[src/rtl/stage_ma.sv]
// Memory-access stage: drives a single-outstanding req/gnt/rvalid data bus for
// byte/half/word loads and stores, and registers the result into MA-WB.
package stage_ma_pkg;
   typedef struct packed {
      logic        valid;
      logic [31:0] alu_result;
      logic [31:0] dmem_data;
      logic        dmem_rd_en;
      logic        dmem_wr_en;
      logic [1:0]  dmem_size;
      logic        dmem_sign;
      logic [31:0] pc_plus_four;
      logic        reg_wr_en;
      logic [1:0]  reg_wr_sel;
      logic [4:0]  reg_wr_addr;
   } ex_ma_reg_t;

   typedef struct packed {
      logic        valid;
      logic        reg_wr_en;
      logic [1:0]  reg_wr_sel;
      logic [4:0]  reg_wr_addr;
      logic [31:0] alu_result;
      logic [31:0] pc_plus_four;
      logic [31:0] load_data;
   } ma_wb_reg_t;
endpackage

module stage_ma
   import stage_ma_pkg::*;
(
   input  logic        clk,
   input  logic        rst_i,
   input  ex_ma_reg_t  ex_ma_i,
   output logic        dmem_req_o,
   output logic        dmem_we_o,
   output logic [31:0] dmem_addr_o,
   output logic [31:0] dmem_wdata_o,
   output logic [3:0]  dmem_be_o,
   input  logic        dmem_gnt_i,
   input  logic        dmem_rvalid_i,
   input  logic [31:0] dmem_rdata_i,
   output logic        stall_o,
   output logic        misalign_o,
   output ma_wb_reg_t  ma_wb_reg_o
);

   localparam logic [1:0] ST_IDLE = 2'd0;
   localparam logic [1:0] ST_REQ  = 2'd1;
   localparam logic [1:0] ST_RESP = 2'd2;
   localparam logic [1:0] ST_DONE = 2'd3;

   logic [1:0]  state_q, state_d;
   logic [31:0] load_hold_q, load_hold_d;
   ma_wb_reg_t  ma_wb_q, ma_wb_d;

   logic [1:0]  addr_lo;
   logic        is_mem, bad_align, misalign, mem_op;
   logic [31:0] rd_shift, load_ext;

   assign addr_lo = ex_ma_i.alu_result[1:0];

   always_comb begin
      is_mem = ex_ma_i.valid & (ex_ma_i.dmem_rd_en | ex_ma_i.dmem_wr_en);
      case (ex_ma_i.dmem_size)
         2'b01:   bad_align = addr_lo[0];
         2'b10:   bad_align = |addr_lo;
         2'b11:   bad_align = 1'b1;
         default: bad_align = 1'b0;
      endcase
      misalign = is_mem & bad_align;
      mem_op   = is_mem & ~bad_align;
   end

   always_comb begin
      case (ex_ma_i.dmem_size)
         2'b00: begin
            dmem_be_o    = 4'b0001 << addr_lo;
            dmem_wdata_o = {4{ex_ma_i.dmem_data[7:0]}};
         end
         2'b01: begin
            dmem_be_o    = 4'b0011 << addr_lo;
            dmem_wdata_o = {2{ex_ma_i.dmem_data[15:0]}};
         end
         default: begin
            dmem_be_o    = 4'b1111;
            dmem_wdata_o = ex_ma_i.dmem_data;
         end
      endcase
   end

   // dmem_sign=1 selects zero extension (LBU/LHU)
   always_comb begin
      rd_shift = dmem_rdata_i >> {addr_lo, 3'b000};
      case (ex_ma_i.dmem_size)
         2'b00:   load_ext = ex_ma_i.dmem_sign ? {24'b0, rd_shift[7:0]}
                                               : {{24{rd_shift[7]}}, rd_shift[7:0]};
         2'b01:   load_ext = ex_ma_i.dmem_sign ? {16'b0, rd_shift[15:0]}
                                               : {{16{rd_shift[15]}}, rd_shift[15:0]};
         default: load_ext = rd_shift;
      endcase
   end

   assign dmem_addr_o = {ex_ma_i.alu_result[31:2], 2'b00};
   assign dmem_we_o   = ex_ma_i.dmem_wr_en;
   assign misalign_o  = misalign & (state_q == ST_IDLE);

   // A store granted in its first cycle completes without stalling, so the FSM
   // stays in IDLE and is ready for the next instruction entering MA.
   always_comb begin
      state_d     = state_q;
      load_hold_d = load_hold_q;
      dmem_req_o  = 1'b0;
      stall_o     = 1'b0;
      case (state_q)
         ST_IDLE: begin
            dmem_req_o = mem_op;
            if (mem_op) begin
               if (!dmem_gnt_i) begin
                  state_d = ST_REQ;
                  stall_o = 1'b1;
               end else if (!ex_ma_i.dmem_wr_en) begin
                  state_d = ST_RESP;
                  stall_o = 1'b1;
               end
            end
         end
         ST_REQ: begin
            dmem_req_o = 1'b1;
            stall_o    = 1'b1;
            if (dmem_gnt_i) state_d = ex_ma_i.dmem_wr_en ? ST_DONE : ST_RESP;
         end
         ST_RESP: begin
            stall_o = 1'b1;
            if (dmem_rvalid_i) begin
               load_hold_d = load_ext;
               state_d     = ST_DONE;
            end
         end
         default: state_d = ST_IDLE;
      endcase
   end

   always_comb begin
      ma_wb_d = ma_wb_q;
      if (stall_o) begin
         ma_wb_d.valid = 1'b0;
      end else begin
         ma_wb_d.valid        = ex_ma_i.valid & ~misalign;
         ma_wb_d.reg_wr_en    = ex_ma_i.reg_wr_en;
         ma_wb_d.reg_wr_sel   = ex_ma_i.reg_wr_sel;
         ma_wb_d.reg_wr_addr  = ex_ma_i.reg_wr_addr;
         ma_wb_d.alu_result   = ex_ma_i.alu_result;
         ma_wb_d.pc_plus_four = ex_ma_i.pc_plus_four;
         ma_wb_d.load_data    = load_hold_q;
      end
   end

   always_ff @(posedge clk) begin
      if (rst_i) begin
         state_q     <= ST_IDLE;
         load_hold_q <= '0;
         ma_wb_q     <= '0;
      end else begin
         state_q     <= state_d;
         load_hold_q <= load_hold_d;
         ma_wb_q     <= ma_wb_d;
      end
   end

   assign ma_wb_reg_o = ma_wb_q;

endmodule

[config.mk]
export PLATFORM = sky130hd
export DESIGN_NAME = stage_ma
export DESIGN_NICKNAME = d
export VERILOG_FILES = /design/src/rtl/stage_ma.sv
export SDC_FILE = /design/constraint.sdc
export NUM_CORES = 1
export LEC_CHECK = 0
export CORE_ASPECT_RATIO = 0.5
export CORE_MARGIN = 2
export CORE_UTILIZATION = 45
export DETAILED_ROUTE_END_ITERATION = 10
export PLACE_DENSITY = 0.87
export SLEW_MARGIN = 10
export SYNTH_ARGS = -nofsm -noshare
export SYNTH_HDL_FRONTEND = slang
export SYNTH_SLANG_ARGS = --single-unit
[constraint.sdc]
create_clock -name clk -period 4.7 [get_ports clk]
set_clock_uncertainty 0.2 [all_clocks]
set_input_delay 0.94 -clock clk [delete_from_list [all_inputs] [get_ports clk]]
set_output_delay 0.94 -clock clk [all_outputs]
set_load 0.02 [all_outputs]
### Yosys cells after proc, flatten, opt, wreduce, memory -nomap -nowiden

Cells that the tools add are included.
W data, S select, Z words.

| operators by class | value |
|---|---|
| equal/unequal tests | 9 |
| shifts and indexed selects | 3 |
| mux-type cells | 18 |
| bitwise logic cells | 8 |
| reductions and logical operators | 7 |

Operators with widths:

| kind | number |
|---|---|
| $pmux W32 S2 | 2 |
| $mux W32 | 2 |
| $shr A32 B5 Y32 | 1 |
| $mux W2 | 5 |
| $pmux W4 S2 | 1 |
| $eq A2 B2 Y1 const B | 3 |
| $ne A2 B2 Y1 const B | 3 |
| $pmux W2 S3 | 1 |
| $reduce_or A2 Y1 | 3 |
| $and A1 B1 Y1 | 5 |
| $eq A2 B1 Y1 const B | 2 |
| $logic_not A2 Y1 | 2 |
| $mux W1 | 4 |
| $pmux W1 S2 | 2 |
| $reduce_and A4 Y1 | 1 |
| $shl A1 B2 Y4 const A | 1 |
| $shl A2 B2 Y4 const A | 1 |
| $ne A3 B3 Y1 const B | 1 |
| $pmux W1 S3 | 1 |
| $not A1 Y1 | 2 |
| $reduce_and A2 Y1 | 1 |
| $or A1 B1 Y1 | 1 |

| storage, ports and cells | value |
|---|---|
| bits in registers | 139 |
| input bits | 146 |
| output and inout bits | 177 |
| word-level logic and storage cells | 54 |

### Longest topological paths before layout

| depth | value |
|---|---|
| depth after elaboration | 7 |
| mapped depth | 8 |
| depth with buffers taken out | 6 |

### Worst setup path before layout

Ideal clock, no wire load.

| timing path | value |
|---|---|
| path kind | input-to-output |
| from | input ex_ma_i[77] (netlist bit) |
| to | output dmem_be_o[1] |
| data arrival time | 2197 ps |
| data required time | 3560 ps |
| path slack | 1363 ps |
| stages on the path | 5 |
| path buffers | 3 |
| path through | buf_1 > buf_2 > buf_1 > nor2_1 > o21bai_1 |

| between the ends | value |
|---|---|
| word-level cells in the longest chain between the ends | 2 |
| elaborated cells between the ends (all ways) | 3 |
| those cells by class | shift: 2; mux: 1 |

Ends and longest elaborated chain:

| item | line | text |
|---|---|---|
| from (decl) | 34 | `input ex_ma_reg_t ex_ma_i,` |
| $shl A2 B2 Y4 / $shl A1 B2 Y4 (equally long branches) | 82, 78 |  |
| $pmux W4 S2 (*) | 76 | `case (ex_ma_i.dmem_size)` |
| to (decl) | 39 | `output logic [3:0] dmem_be_o,` |

Every way passes the cells marked *; elsewhere a longest branch is shown, timed or not.

### Worst setup path in the final report

| timing path | value |
|---|---|
| from | input ex_ma_i[77] (netlist bit) |
| to | output stall_o |

| between the ends | value |
|---|---|
| word-level cells in the longest chain between the ends | 6 |

Ends and longest elaborated chain:

| item | line | text |
|---|---|---|
| $reduce_or A2 Y1 | 67 | `2'b10: bad_align = \|addr_lo;` |
| $pmux W1 S3 (*) | 65 | `case (ex_ma_i.dmem_size)` |
| $not A1 Y1 (*) | 72 | `mem_op = is_mem & ~bad_align;` |
| $and A1 B1 Y1 (*) | 72 |  |
| $mux W1 (*) | 118 | `if (mem_op) begin` |
| $pmux W1 S2 (*) | 115 | `case (state_q)` |
| to (decl) | 43 | `output logic stall_o,` |

Marks and branches as above.

==> out/metrics.csv <==
metric;value;unit
cp_slowest_stage_delay;0.74;ns
antenna_found_initial;0;
num_vias;6416;
timing.slew.headroom;29.87;%
sort_of_element_at_the_end_of_the_critical_path;primary output;
number_of_cells_produced_by_synthesis;796;
clock_tree.buffer_depth;2;
start_util;46.28;%
power.static_leakage;3.973;nW
floorplan.die.height;90.49;um
cts-htree-levels;4;
synth_simple_gate_area_share;17.55;%
worstReg2RegStart;state_q[0];
final_antenna_net_count;0;
place_congestion;0.8461;
standard_cell_rows;31;
most_frequent_cells_in_the_layout;sky130_fd_sc_hd__clkdlybuf4s50_1, sky130_fd_sc_hd__nand2_1, sky130_fd_sc_hd__dfxtp_1;
clock-sinks;139;
antennaDiodeCount;0;
number_of_port_buffers;320;
max_freq;0.2343;GHz
post_synth_fa_ha_maj_area_fraction;0.7435;%
yosys_warnings;0;
chipWidth;177.0;um
cts_inserted_buffers;17;
timing.critical_path.from_type;input pin;
power.total;5.445;mW
startpoint;ex_ma_i[77];
grt_pass1_wl;32780;um
mappedNetlistArea;6731;um2
clock_slew_at_reported_path_ffs;0.06;ns
final-hold-violation-count;0;
synth_cell_type_count;36;
synthToLayoutAreaGrowth;52.66;%
floorplan.core_area;14550;um2
timing.rr.end;ma_wb_reg_o[37];
whs_path_depth;2;
power_density;529.9;nW/um2
max_cap_viol_count;0;
report.final.setup_viol;0;
dp_hpwl;15240;um
fin_crit_sh;90.80;%
ys_seq_elements;139;
num_io_pins;323;
post_synth_xor_area_fraction;0;%
synth-seq-area-share;41.34;%
run_status;finished, final reports clean;
critPathArrivalTime;3.13;ns
worstPathCellList;clkdlybuf4s50_1 > nor3_1 > o21ai_1 > o31ai_4 > clkdlybuf4s50_1;
drt_drc_violations_left;0;
final_core_utilization;70.65;%
first_iter_violations;358;
maximum_number_of_pins_on_one_net_before_global_route_repair;106;
track_usage;25.60;%
total_wirelength_of_the_detailed_routed_design;20710;um
worst_pin_slew;1.052;ns
die_area;16010;um2
worst_path_required;3.56;ns
detail_route.wl_per_cell;16.52;um
mostFrequentLayoutCell;sky130_fd_sc_hd__clkdlybuf4s50_1;
synth-compound-area-share;8.903;%
hold_class;reg -> reg;
clk_latency;0.40;ns
post_drt_via_cell_ratio;5.116;
fin_setup_tns;0;ns
grt_pass1_vias;6486;
hold_slack;0.2479;ns
vdd_drop_max;746.4;uV
drtPass1Iterations;5;
rrSetupSlack;2.30;ns
rsz_0062_raised_after_global_routing;false;
layout-drive-gt1-share;6.345;%
cts-root-buf;sky130_fd_sc_hd__clkbuf_16;
cts_setup_buffers;0;
postCtsHoldBufs;0;
critical-path-slowest-cell;sky130_fd_sc_hd__clkdlybuf4s50_1;
post_synth.cell_area_avg;8.457;um2
slew_viol_final;0;
main_combinational_cell_family_by_area_after_synthesis;multiplexers;
grt_overflow;0;
nNetsFinal;1193;
reg2reg_depth;6;
cpMostUsedCell;sky130_fd_sc_hd__clkdlybuf4s50_1;
layout_min_cycle_time;4.268;ns
holdCritStartpoint;load_hold_q[28];
hold-path-endpoint;ma_wb_reg_o[28];
post_cts_resized;0;
timing_worst_setup_path_type;in -> out;
cts_tree;yes;
critical_path.max_fanout;8;
synth.mux.area_fraction;22.03;%
through the flow:
step           setup slack (ns)  area (um2)  cells
6_report                 0.4325       10280   1254
5_1_grt                  0.2933       10280   1254
4_1_cts                  0.4283       10280   1254
3_5_place_dp             0.4359        9682   1222
3_3_place_gp             0.4599        9682   1222
2_1_floorplan             1.363        6735    797
where the power goes:
part	switching, mW	internal [mW]	total [mW]	leakage [nW]
Combinational	1.29	1.17	2.46	2.55
Sequential	0.158	1.48	1.64	1.14
Clock	0.522	0.816	1.34	0.287
Total	1.97	3.47	5.45	3.97
worst max-delay path by stage:
stage / endpoint / cells past startpoint / slack (ns)
floorplan: dmem_be_o[1] / 5 / 1.36
global placement: stall_o / 5 / 0.46
detailed placement: stall_o / 5 / 0.44
CTS: stall_o / 5 / 0.43
global route: stall_o / 5 / 0.29
finish: stall_o / 5 / 0.43
area by class of cell:
class                           count  area (um2)
Fill cell                        1120        4269
Clock inverter                     12       137.6
Tap cell                          198       247.7
Sequential cell                   139        2783
Inverter                            5       23.77
Clock buffer                       20       456.7
Timing Repair Buffer              327        3293
Multi-Input combinational cell    553        3334
routing by layer:
| metal | global-route usage (%) | part of all wire, % |
|---|---|---|
| met3 | 5.261 | 6.2 |
| met2 | 46.47 | 51 |
| met4 | 9.160 | 2.4 |
| met1 | 29.74 | 41 |
| met5 | 0 | 0 |
worst max-delay path: cells and delay by family:
| family | cells | cell delay, ns |
|---|---|---|
| compound gates | 2 | 0.55 |
| buf+inv | 2 | 1.27 |
| simple gates | 1 | 0.36 |
state kept, by name, summed over array words and instances (netlist names):
name,count
load_hold_q,32
ma_wb_reg_o,105
state_q,2
cell families (layout without fill, tap and decap cells):
logic type               after synthesis  in the layout
flip-flops                           139            139
adder cells (fa/ha/maj)                4              4
AND/OR/NAND/NOR                      305            305
multiplexers                         144            144
AO/OA/AOI/OAI                         98             98
buffers and inverters                105            364
other                                  1              2
cell usage after synthesis, drive strengths merged:
| cell | instances | area share [%] |
|---|---|---|
| o31ai | 1 | 0.11 |
| dfxtp | 139 | 41 |
| o21a | 2 | 0.22 |
| nor2b | 4 | 0.37 |
| o21bai | 3 | 0.33 |
| mux4 | 1 | 0.33 |
| nor3 | 3 | 0.22 |
| mux2i | 120 | 18 |
| a211o | 1 | 0.13 |
| ha | 4 | 0.74 |
| o211ai | 7 | 0.78 |
| buf | 63 | 7.0 |
| and2 | 2 | 0.22 |
| nand2b | 4 | 0.37 |
| nand3 | 2 | 0.15 |
| nor2 | 13 | 0.72 |
| conb | 1 | 0.056 |
| o2bb2ai | 8 | 1.0 |
| clkbuf | 37 | 2.1 |
| mux2 | 23 | 3.8 |
| o41ai | 2 | 0.26 |
| a21oi | 34 | 2.5 |
| a21o | 1 | 0.11 |
| o21ai | 35 | 2.6 |
| inv | 5 | 0.28 |
| a2111oi | 1 | 0.13 |
| nand2 | 276 | 15 |
| a311oi | 1 | 0.39 |
| o2111ai | 2 | 0.26 |
| or2 | 1 | 0.093 |
Power figures use the tool's default switching activity.
